File: src/rtl/score_controller.sv
// Running-man session controller: start/pause/game-over sequencing,
// 6-digit BCD score accumulator with saturation and high-score latch.
module score_controller #(
  parameter int TICK_DIV  = 50000000,
  parameter int DIV_W     = 26,
  parameter int BONUS_PTS = 10
) (
  input  logic        clk,
  input  logic        reset,
  input  logic        start,
  input  logic        pause,
  input  logic        bonus,
  input  logic        gameover,
  output logic [23:0] score_bcd,
  output logic [23:0] hiscore_bcd,
  output logic [1:0]  state,
  output logic        running,
  output logic        new_record
);

  typedef enum logic [1:0] {
    IDLE  = 2'b00,
    RUN   = 2'b01,
    PAUSE = 2'b10,
    OVER  = 2'b11
  } state_t;

  localparam logic [DIV_W-1:0] DIV_MAX = DIV_W'(TICK_DIV - 1);
  localparam logic [23:0] BONUS_BCD = {
    16'h0000,
    4'(BONUS_PTS / 10),
    4'(BONUS_PTS % 10)
  };

  state_t            st;
  logic [DIV_W-1:0]  div;
  logic [23:0]       score_q;
  logic [23:0]       hi_q;
  logic              rec_q;
  logic              start_d;
  logic              pause_d;
  logic              bonus_d;

  logic              start_p;
  logic              pause_p;
  logic              bonus_p;
  logic              adv;
  logic              tick;
  logic [23:0]       inc_bcd;
  logic [24:0]       inc_sum;
  logic [24:0]       sum;
  logic [23:0]       score_nx;
  logic              is_rec;

  function automatic logic [24:0] bcd_add(
    input logic [23:0] a,
    input logic [23:0] b
  );
    logic [4:0]  s;
    logic        c;
    logic [23:0] r;
    c = 1'b0;
    r = '0;
    for (int i = 0; i < 6; i++) begin
      s = {1'b0, a[i*4 +: 4]}
        + {1'b0, b[i*4 +: 4]}
        + {4'b0, c};
      if (s > 5'd9) begin
        s = s - 5'd10;
        c = 1'b1;
      end else begin
        c = 1'b0;
      end
      r[i*4 +: 4] = s[3:0];
    end
    return {c, r};
  endfunction

  assign start_p = start & ~start_d;
  assign pause_p = pause & ~pause_d;
  assign bonus_p = bonus & ~bonus_d;

  // a pausing or ending cycle neither counts nor scores
  assign adv  = (st == RUN) && !gameover && !pause_p;
  assign tick = adv && (div == DIV_MAX);

  always_comb begin
    inc_bcd  = '0;
    inc_sum  = bcd_add({23'b0, tick},
                       (adv && bonus_p) ? BONUS_BCD : 24'h0);
    inc_bcd  = inc_sum[23:0];
    sum      = bcd_add(score_q, inc_bcd);
    score_nx = sum[24] ? 24'h999999 : sum[23:0];
    is_rec   = score_q > hi_q;
  end

  always_ff @(posedge clk or negedge reset) begin
    if (!reset) begin
      st      <= IDLE;
      div     <= '0;
      score_q <= '0;
      hi_q    <= '0;
      rec_q   <= 1'b0;
      start_d <= 1'b0;
      pause_d <= 1'b0;
      bonus_d <= 1'b0;
    end else begin
      start_d <= start;
      pause_d <= pause;
      bonus_d <= bonus;
      unique case (st)
        IDLE, OVER: begin
          if (start_p) begin
            st      <= RUN;
            score_q <= '0;
            div     <= '0;
            rec_q   <= 1'b0;
          end
        end
        RUN, PAUSE: begin
          if (gameover) begin
            st <= OVER;
            if (is_rec) begin
              hi_q  <= score_q;
              rec_q <= 1'b1;
            end
          end else if (pause_p) begin
            st <= (st == RUN) ? PAUSE : RUN;
          end else if (st == RUN) begin
            div     <= tick ? '0 : div + DIV_W'(1);
            score_q <= score_nx;
          end
        end
      endcase
    end
  end

  assign score_bcd   = score_q;
  assign hiscore_bcd = hi_q;
  assign state       = st;
  assign running     = (st == RUN);
  assign new_record  = rec_q;

endmodule

File: config.mk
export PLATFORM = sky130hd
export DESIGN_NAME = score_controller
export DESIGN_NICKNAME = d
export VERILOG_FILES = /design/src/rtl/score_controller.sv
export SDC_FILE = /design/constraint.sdc
export NUM_CORES = 1
export LEC_CHECK = 0
export BUFFER_PORTS_ARGS = -buffer_cell sky130_fd_sc_hd__buf_4
export CORE_MARGIN = 3
export CORE_UTILIZATION = 45
export DETAILED_ROUTE_END_ITERATION = 10
export PLACE_DENSITY = 0.67
export SYNTH_ARGS = -nofsm -noshare
export SYNTH_HDL_FRONTEND = slang
export SYNTH_SLANG_ARGS = --single-unit
File: constraint.sdc
create_clock -name clk -period 9 [get_ports clk]
set_input_delay 0.9 -clock clk [delete_from_list [all_inputs] [get_ports clk]]
set_output_delay 0.9 -clock clk [all_outputs]
set_load 0.005 [all_outputs]
======== Word level (Yosys, flattened, before mapping) ========
Cells that the tools add are included.
storage, ports and cells
  output and inout port bits .............. 52
  memories ................................ 0
  bits in latches ......................... 0
  bits in registers ....................... 80
  memory bits (read-only) ................. 0
  bits in writable memories ............... 0
operators by class
  bitwise operators ....................... 6
  $add $sub $neg .......................... 30
  reduce and logical (&&, ||, !) cells .... 13
  magnitude comparators ................... 13
  muxes and demuxes ....................... 45
  multipliers ............................. 0
  shift operators ......................... 0
  equal/unequal tests ..................... 11
  div/mod/pow operators ................... 0
operator list
  kind                                                            number
  2-to-1 mux 26 bit                                               5
  2-to-1 mux 24 bit                                               5
  one-hot mux 26 bit (2 select lines)                             1
  2-to-1 mux 4 bit                                                12
  one-hot mux 24 bit (2 select lines)                             1
  greater-than comparator 5 x 4 -> 1 bit (second input constant)  7
  adder 4 x 4 -> 5 bit                                            6
  subtractor 4 bit (second input constant)                        7
  adder 26 x 1 -> 26 bit (second input constant)                  1
  equality test 26 bit (second input constant)                    1
  adder 5 x 1 -> 5 bit                                            5
  greater-than comparator 24 bit                                  1
  greater-than comparator 2 x 4 -> 1 bit (second input constant)  5
  subtractor 2 x 4 -> 4 bit (second input constant)               5
  2-to-1 mux 1 bit                                                14
  != test 2 bit (second input constant)                           6
  adder 1 x 1 -> 2 bit (first input constant)                     4
  2-to-1 mux 2 bit                                                4
  AND reduction 3 bit                                             2
  adder 1 x 4 -> 5 bit                                            1
  2-to-1 mux 5 bit                                                1
  equality test 2 bit (second input constant)                     2
  logical AND 1 bit                                               4
  one-hot mux 2 bit (2 select lines)                              1
  other kinds (11)                                                17

======== Depth between registers and ports, before layout ========
Gate-level depths: netlist (run 1).
  depth in word-level cells ............... 33
  gate-level depth with buffers ........... 43
  depth with buffers taken out ............ 42

======== Least setup slack after synthesis (run 1) ========
No wires, ideal clock.
  path type ............................... in2reg
  start point ............................. input pause
  end point ............................... register score_q[2], in the netlist score_bcd[2]
  arrival ................................. 8.774 ns
  stages .................................. 42
  required time ........................... 8.934 ns
  path slack .............................. 0.160 ns
  cells stage by stage .................... nand2b_1 -> nand4_1 -> nor4_4 -> ha_1 -> ha_1 -> xnor2_1 -> ha_1 -> inv_1 -> a32oi_1 -> o22ai_1 -> fa_1 -> ha_1 -> inv_1 -> a21oi_1 -> o22ai_1 -> a21oi_1 -> ha_1 -> ha_1 -> [... 6 more ...] -> clkbuf_1 -> nand3b_1 -> o22ai_1 -> a21oi_1 -> ha_1 -> ha_1 -> nand2b_1 -> mux2i_1 -> a21oi_1 -> ha_1 -> ha_1 -> nand3b_1 -> a21oi_1 -> a21oi_1 -> nand2b_1 -> clkbuf_1 -> o31ai_1 -> a22o_1
between the ends
  word-level cells in the longest chain between the ends .. 31
  elaborated cells between the ends (all ways) .. 67
ends and longest elaborated chain
  item                                    RTL line  text
  from (decl)                             11        input logic pause,
  bitwise AND 1 bit (*)                   80        assign pause_p = pause & ~pause_d;
  zero test 1 bit                         84        assign adv = (st == RUN) && !gameover && !pause_p;
  logical AND 1 bit                       84
  logical AND 1 bit                       85        assign tick = adv && (div == DIV_MAX);
  adder 1 x 4 -> 5 bit                    66        + {1'b0, b[i*4 +: 4]}
  greater-than comparator 5 x 4 -> 1 bit  68        if (s > 5'd9) begin
  2-to-1 mux 1 bit                        68
  adder 1 x 1 -> 2 bit                    67        + {4'b0, c};
  [... 15 more ...]                       --
  adder 5 x 1 -> 5 bit                    67
  greater-than comparator 5 x 4 -> 1 bit  68
  2-to-1 mux 1 bit                        68
  2-to-1 mux 24 bit                       93        score_nx = sum[24] ? 24'h999999 : sum[23:0];
  2-to-1 mux 24 bit                       129       end else if (st == RUN) begin
  2-to-1 mux 24 bit                       127       end else if (pause_p) begin
  2-to-1 mux 24 bit                       121       if (gameover) begin
  one-hot mux 24 bit (2 select lines)     111       unique case (st)
  to (signal assigned)                    131       score_q <= score_nx;
  to (decl)                               37        logic [23:0] score_q;
Mark *: on every way between the ends. The rest lies on a longest branch, timed or not. The select of a mux whose other input is x is not followed.
A chain may end at the register's enable or synchronous reset.

======== Final worst setup path (run 1) ========
  start point ............................. input pause
  end point ............................... register score_q[18], in the netlist score_bcd[18]
The elaborated chain is that of the path after synthesis.

==> results of run 1 <==
power by group through the flow:
stage	logic (mW)	registers, mW	clock network (mW)
finish	0.326	0.396	0.368
global route	0.361	0.398	0.395
CTS	0.318	0.397	0.379
detailed placement	0.316	0.403	0
global placement	0.311	0.402	0
floorplan	0.215	0.400	0
state kept, by name, summed over array words and instances (netlist names):
name,flops
hiscore_bcd,24
score_bcd,24
bonus_d,1
div,26
state,2
pause_d,1
start_d,1
new_record,1
logic make-up (layout without fill, tap and decap cells):
| group | Yosys count | count (layout) |
|---|---|---|
| simple gates | 171 | 171 |
| fa+ha+maj | 44 | 44 |
| xor+xnor | 25 | 25 |
| mux | 34 | 34 |
| compound gates | 113 | 113 |
| flops | 80 | 80 |
| buf+inv | 68 | 130 |
placed cells by master, fill, tap and decap left out, drive strengths merged, types with 6 or more instances in the layout:
cell type | Yosys | layout
ha | 43 | 43
nand4 | 11 | 11
a21oi | 27 | 27
nand2b | 11 | 11
dfrtp | 80 | 80
buf | 7 | 71
nor3 | 10 | 10
nor2 | 29 | 29
o31ai | 7 | 7
xor2 | 9 | 9
nand2 | 49 | 49
nand3b | 7 | 7
xnor2 | 16 | 16
a22o | 6 | 6
and3 | 9 | 9
nand3 | 21 | 21
mux2i | 11 | 11
inv | 43 | 43
clkbuf | 18 | 11
mux2 | 23 | 23
o21ai | 33 | 33
layout make-up:
type,instances,area share
repair buffers,71,0.08818
flip-flops and latches,80,0.3312
clock buffers,11,0.04016
inverters,43,0.02670
well taps,140,0.02898
clock inverters,5,0.009315
multi-input cells,387,0.4755
stage by stage:
| stage | hold slack, ns | power, mW | TNS, ns | utilization | setup WS [ns] |
|---|---|---|---|---|---|
| final | 0.4992 | 1.090 | 0 | 0.5527 | 0.6131 |
| after global routing | 0.5196 | 1.153 | 0 | 0.5527 | 0.02470 |
| after CTS | 0.4935 | 1.094 | 0 | 0.5420 | 0.01253 |
| after detailed placement | 0.4742 | 0.7190 | -4.186 | 0.5144 | -0.4544 |
| after global placement | 0.4658 | 0.7128 | 0 | 0.5144 | 0.02650 |
| after floorplan | 0.4613 | 0.6153 | 0 | - | 0.1597 |
timing repair:
item / CTS / global route
setup endpoints to repair: 5 / 23
setup buffers: 0 / 5
pin swaps: 0 / 3
cloned: 0 / 0
gates resized for setup: 1 / 17
worst max-delay path: cells and delay by family:
family,cells,cell delay [ns]
adder cells (fa/ha/maj),13,3.41
buffers and inverters,6,0.66
multiplexers,1,0.09
XOR/XNOR,1,0.15
AO/OA/AOI/OAI,16,2.35
AND/OR/NAND/NOR,6,1.06
metal layers:
layer	vias to the layer above	global-route usage
met5	-	0
met4	0	0.09455
met3	23	0.03989
met2	100	0.3294
met1	2048	0.2471
li1	2026	-
how the worst max path moves through the flow:
stage	startpoint	end	slack, ns
2_1_floorplan	pause	score_bcd[2]$_DFFE_PN0P_	0.16
3_3_place_gp	pause	score_bcd[18]$_DFFE_PN0P_	0.03
3_5_place_dp	pause	score_bcd[10]$_DFFE_PN0P_	-0.45
4_1_cts	div[18]$_DFFE_PN0P_	score_bcd[14]$_DFFE_PN0P_	0.01
5_1_grt	pause	score_bcd[18]$_DFFE_PN0P_	0.02
6_report	pause	score_bcd[18]$_DFFE_PN0P_	0.61
==> flow_summary_export.csv, run 1 <==
group,metric,value,unit
power,comb_power_share,0.299,
drt,met3_length,558,um
layout,syn_to_final_growth,19.25,%
worst_hold_path,hold_depth,2,
clocking,hold_buffers,0,
clocking,root_buffer,"clkbuf_16",
clocking,htree_num_levels,3,
grt,grt_max_degree,81,
die,initial_core_util,0.4635,
power,p_per_area,180.3,nW/um^2
power,power.switching,374.1,uW
setup_path,rrSetupSlack,0.64,ns
placement,dpl.hpwl,8739,um
yosys,ys_warn_count,0,
yosys,synth-main-ff-cell,"dfrtp_1",
clocking,clk_pin_slew_worst_paths,0.06,ns
placement,postPlaceCellArea,5625,sq um
setup_path,slowest_delay,0.41,ns
yosys,yosysSeqAreaShare,0.3950,
drt,vias,4197,
yosys,synth_area_leaders,"dfrtp_1, ha_1, mux2_1",
grt,grt_usage,0.1980,
placement,gp_congestion,0.8490,
drt,post-route-drc-count,0,
grt,grt_pass1_wl,20140,um
yosys,synthSimpleGateAreaFrac,0.1807,
grt,antenna_found_initial,0,
layout,antenna_cells,0,
layout,postLayoutCellArea,6045,sq um
die,die_w,112.1,um
timing,fin_crit_sh,0.9319,
yosys,synth.distinct_cells,60,
yosys,synthXorXnorAreaFrac,0.04320,
drt,ant_nets,0,
timing,worst_pin_slew,1.021,ns
yosys,syn_area_per_cell,9.474,sq um
drt,drt_iter0_markers,314,
timing,clock.fmax,119.2,MHz
yosys,synth_top_area_frac,0.3950,
layout,nFillCells,965,
run_status,status,"completed",
timing,slew_headroom,0.3191,
drt,wl_met2,5922,um
run,maxCapViolCount,0,
die,chipHeight,112.1,um
setup_path,worstSetupPathType,"input pin to flop",
setup_path,rr_endpoint,"score_bcd[18]$_DFFE_PN0P_",
worst_hold_path,worstHoldStart,"new_record$_DFFE_PN0P_",
drt,wirelength,12170,um
yosys,synth_seq_cells,80,
drt,routed.top_layer,"met4",
clocking,cts_tree,"done",
drt,routed_via_density,5.695,
setup_path,required,9.26,ns
die,row_count,38,
power,ir_drop,0.0001222,V
power,clkPwrFrac,0.338,
power,internal-power,715.9,uW
yosys,async_flop_share,1.000,
setup_path,timing.rr.start,"div[1]$_DFFE_PN0P_",
placement,numPortBuffers,57,
layout,drive_gt1_frac,0.1893,
setup_path,r2r_cells,43,
power,total_leakage_power,2.822,nW
die,core_area,10940,sq um
die,num_io_pins,58,
drt,wl_per_cell,16.51,um
layout,seqCellArea,2002,sq um
layout,nNetsFinal,642,
grt,grt_pass1_vias,4088,
yosys,netlist_area,5069,sq um
yosys,synthMuxAreaShare,0.07282,
die,dieArea,12570,sq um
clocking,clockBufferDepth,2,
yosys,synth-compound-area-share,0.1439,
power,p_sw_frac,0.3432,
setup_path,worstSetupStartpointType,"input pin",
clocking,numCtsBuffers,9,
timing,maxSlewViolCount,0,
yosys,synth_fp_nets,585,
timing,rsz0062_at_grt,"no",
timing,setup_viol,0,
power,p_seq_frac,0.363,
timing,post-route-min-period,8.387,ns
grt,overflow,0,
yosys,yosysTopAreaCell,"dfrtp_1",
clocking,clk_latency,0.34,ns
setup_path,cp_common_cell,"a21oi_1",
yosys,yosys-top-cells-count,"dfrtp_1, nand2_1, ha_1, inv_1, o21ai_0",
timing,skew,0.006378,ns
yosys,yosysMostFrequentCell,"dfrtp_1",
drt,wl_met1,5353,um
layout,stdcell_count,737,
layout,multi_input_area,2874,sq um
yosys,synth_edf_count,0,
worst_hold_path,hold_class,"flop to flop",
placement,dp.cells,716,
worst_hold_path,min_to,"new_record$_DFFE_PN0P_",
setup_path,end_kind,"flop",
setup_path,crit_arrival,8.65,ns
yosys,synthAdderAreaFrac,0.1101,
setup_path,critPathSlowestCell,"fa_1",
setup_path,path_max_fanout,12,
yosys,syn_inst,535,
yosys,synth_top_family_by_area,"simple AND/OR/NAND/NOR gates",
timing,hold_viol,0,
clocking,clock-sinks,80,
drt,first_pass_iters,4,
(Power assumes the default switching activity.)
==> inputs of run 2 (changes only) <==
- PLACE_DENSITY: 0.67 -> unset
- clock period: 9 -> 10.3 ns (I/O delays scaled with it)
==> run 2 against run 1 <==
Net effect:
- total power fell by 12%
- sequential share of layout area rose by 0.67 points
- sequential power fell by 13%
- clock skew rose by 0.0016 ns
- critical path type unchanged
- highest routed layer unchanged
==> flow_summary_export.csv, run 2 (synthesis results as in run 1) <==
group,metric,value,unit
setup_path,crit_arrival,9.47,ns
timing,clock.fmax,108.2,MHz
setup_path,cp_common_cell,"ha_1",
timing,slew_headroom,0.2969,
grt,grt_pass1_wl,20330,um
grt,grt_pass1_vias,4138,
power,clkPwrFrac,0.355,
drt,vias,4124,
timing,worst_pin_slew,1.055,ns
timing,post-route-min-period,9.242,ns
power,internal-power,631.7,uW
drt,post-route-drc-count,0,
grt,grt_max_degree,81,
die,core_area,10940,sq um
setup_path,path_max_fanout,14,
clocking,clockBufferDepth,2,
power,power.switching,323.9,uW
drt,ant_nets,0,
setup_path,worstSetupPathType,"input pin to flop",
placement,postPlaceCellArea,5603,sq um
layout,drive_gt1_frac,0.1545,
power,ir_drop,0.00009889,V
setup_path,critPathSlowestCell,"nand2b_1",
power,p_per_area,161.3,nW/um^2
clocking,htree_num_levels,3,
die,chipHeight,112.1,um
power,comb_power_share,0.282,
die,die_w,112.1,um
layout,stdcell_count,729,
drt,routed_via_density,5.657,
placement,dp.cells,713,
power,p_seq_frac,0.363,
drt,drt_iter0_markers,199,
timing,fin_crit_sh,0.8972,
grt,overflow,0,
setup_path,cp_top_family,"adder cells",
setup_path,end_kind,"flop",
power,fin_total_pwr,955.6,uW
layout,top_register,"div",
drt,first_pass_iters,4,
power,total_leakage_power,2.807,nW
setup_path,crit_buf_inv,5,
clocking,numCtsBuffers,9,
layout,syn_to_final_growth,16.88,%
timing,fin_tns_setup,0,ns
layout,final_common_cell,"dfrtp_1",
run,maxCapViolCount,0,
drt,wl_per_cell,16.43,um
die,num_io_pins,58,
drt,wirelength,11980,um
placement,numPortBuffers,57,
clocking,clock-sinks,80,
timing,maxSlewViolCount,0,
clocking,cts_tree,"done",
die,initial_core_util,0.4635,
layout,postLayoutCellArea,5924,sq um
setup_path,required,10.53,ns
clocking,clk_pin_slew_worst_paths,0.06,ns
die,row_count,38,
power,p_sw_frac,0.3390,
timing,hold_viol,0,
setup_path,worstSetupStartpointType,"input pin",
timing,skew,0.007988,ns
placement,dpl.hpwl,8506,um
grt,grt_usage,0.1969,
grt,antenna_found_initial,0,
worst_hold_path,hold_class,"flop to flop",
layout,nNetsFinal,634,
timing,hold_ws,0.4865,ns
clocking,clk_latency,0.34,ns
layout,antenna_cells,0,
layout,largest_register_ffs,26,
run_status,status,"completed",
clocking,root_buffer,"clkbuf_16",
die,dieArea,12570,sq um
timing,setup_viol,0,
layout,mostFrequentLayoutCells,"dfrtp_1, buf_4, nand2_1",
timing,rsz0062_at_grt,"no",
placement,gp_congestion,0.8445,
setup_path,slowest_delay,0.51,ns
[run 2: cell type report]
cell class | instances | area, sq um
flip-flops and latches | 80 | 2002
multi-input cells | 387 | 2795
clock inverters | 4 | 51.30
well taps | 140 | 175.2
inverters | 43 | 161.4
clock buffers | 12 | 266.5
fillers | 975 | 5011
repair buffers | 63 | 473.0
[run 2: power groups by stage]
| stage | logic [mW] | registers, mW | clock network (mW) |
|---|---|---|---|
| after CTS | 0.273 | 0.347 | 0.347 |
| after global routing | 0.301 | 0.349 | 0.360 |
| after global placement | 0.272 | 0.352 | 0 |
| after floorplan | 0.188 | 0.350 | 0 |
| final | 0.270 | 0.346 | 0.339 |
| after detailed placement | 0.273 | 0.352 | 0 |
[run 2: stage by stage]
| stage | setup WS, ns | utilization |
|---|---|---|
| floorplan | 1.330 | - |
| global placement | 0.6841 | 0.5124 |
| detailed placement | 0.3650 | 0.5124 |
| CTS | 0.6999 | 0.5414 |
| global route | 0.2310 | 0.5418 |
| finish | 1.058 | 0.5418 |
[run 2: final timing paths]
check | from | end | slack [ns] | depth (start not counted)
worst min-delay path | new_record$_DFFE_PN0P_ | new_record$_DFFE_PN0P_ | 0.49 | 2
max in group asynchronous | reset | div[22]$_DFFE_PN0P_ | 8.74 | 1
worst max register to register | div[18]$_DFFE_PN0P_ | score_bcd[10]$_DFFE_PN0P_ | 1.12 | 41
worst min register to register | new_record$_DFFE_PN0P_ | new_record$_DFFE_PN0P_ | 0.49 | 2
worst max-delay path | pause | score_bcd[10]$_DFFE_PN0P_ | 1.06 | 42
min in group asynchronous | reset | hiscore_bcd[21]$_DFFE_PN0P_ | 0.87 | 1
[run 2: routing by layer]
metal | routed length [um] | vias up | global-route usage | share of wire
met1 | 5420 | 2012 | 0.2536 | 0.45
met2 | 5893 | 85 | 0.3393 | 0.49
li1 | - | 2011 | - | -
met4 | 186 | 0 | 0.06971 | 0.016
met3 | 474 | 16 | 0.02749 | 0.040
met5 | 0 | - | 0 | 0
[run 2: worst register-to-register path, delay by kind of cell (launching register included)]
kind | cells | cell delay (ns)
xor gates and xnor gates | 1 | 0.15
DFF | 1 | 0.44
and+or+nand+nor | 6 | 1.72
adders and majority gates | 13 | 3.66
buffers and inverters | 4 | 0.42
AOI/OAI and AO/OA | 16 | 2.54
muxes | 1 | 0.14
[run 2: timing repair]
action,4_1_cts,5_1_grt
setup endpoints to repair,0,9
buffers inserted,0,0
resized for setup,0,1
hold endpoints to repair,0,0
hold buffers,0,0
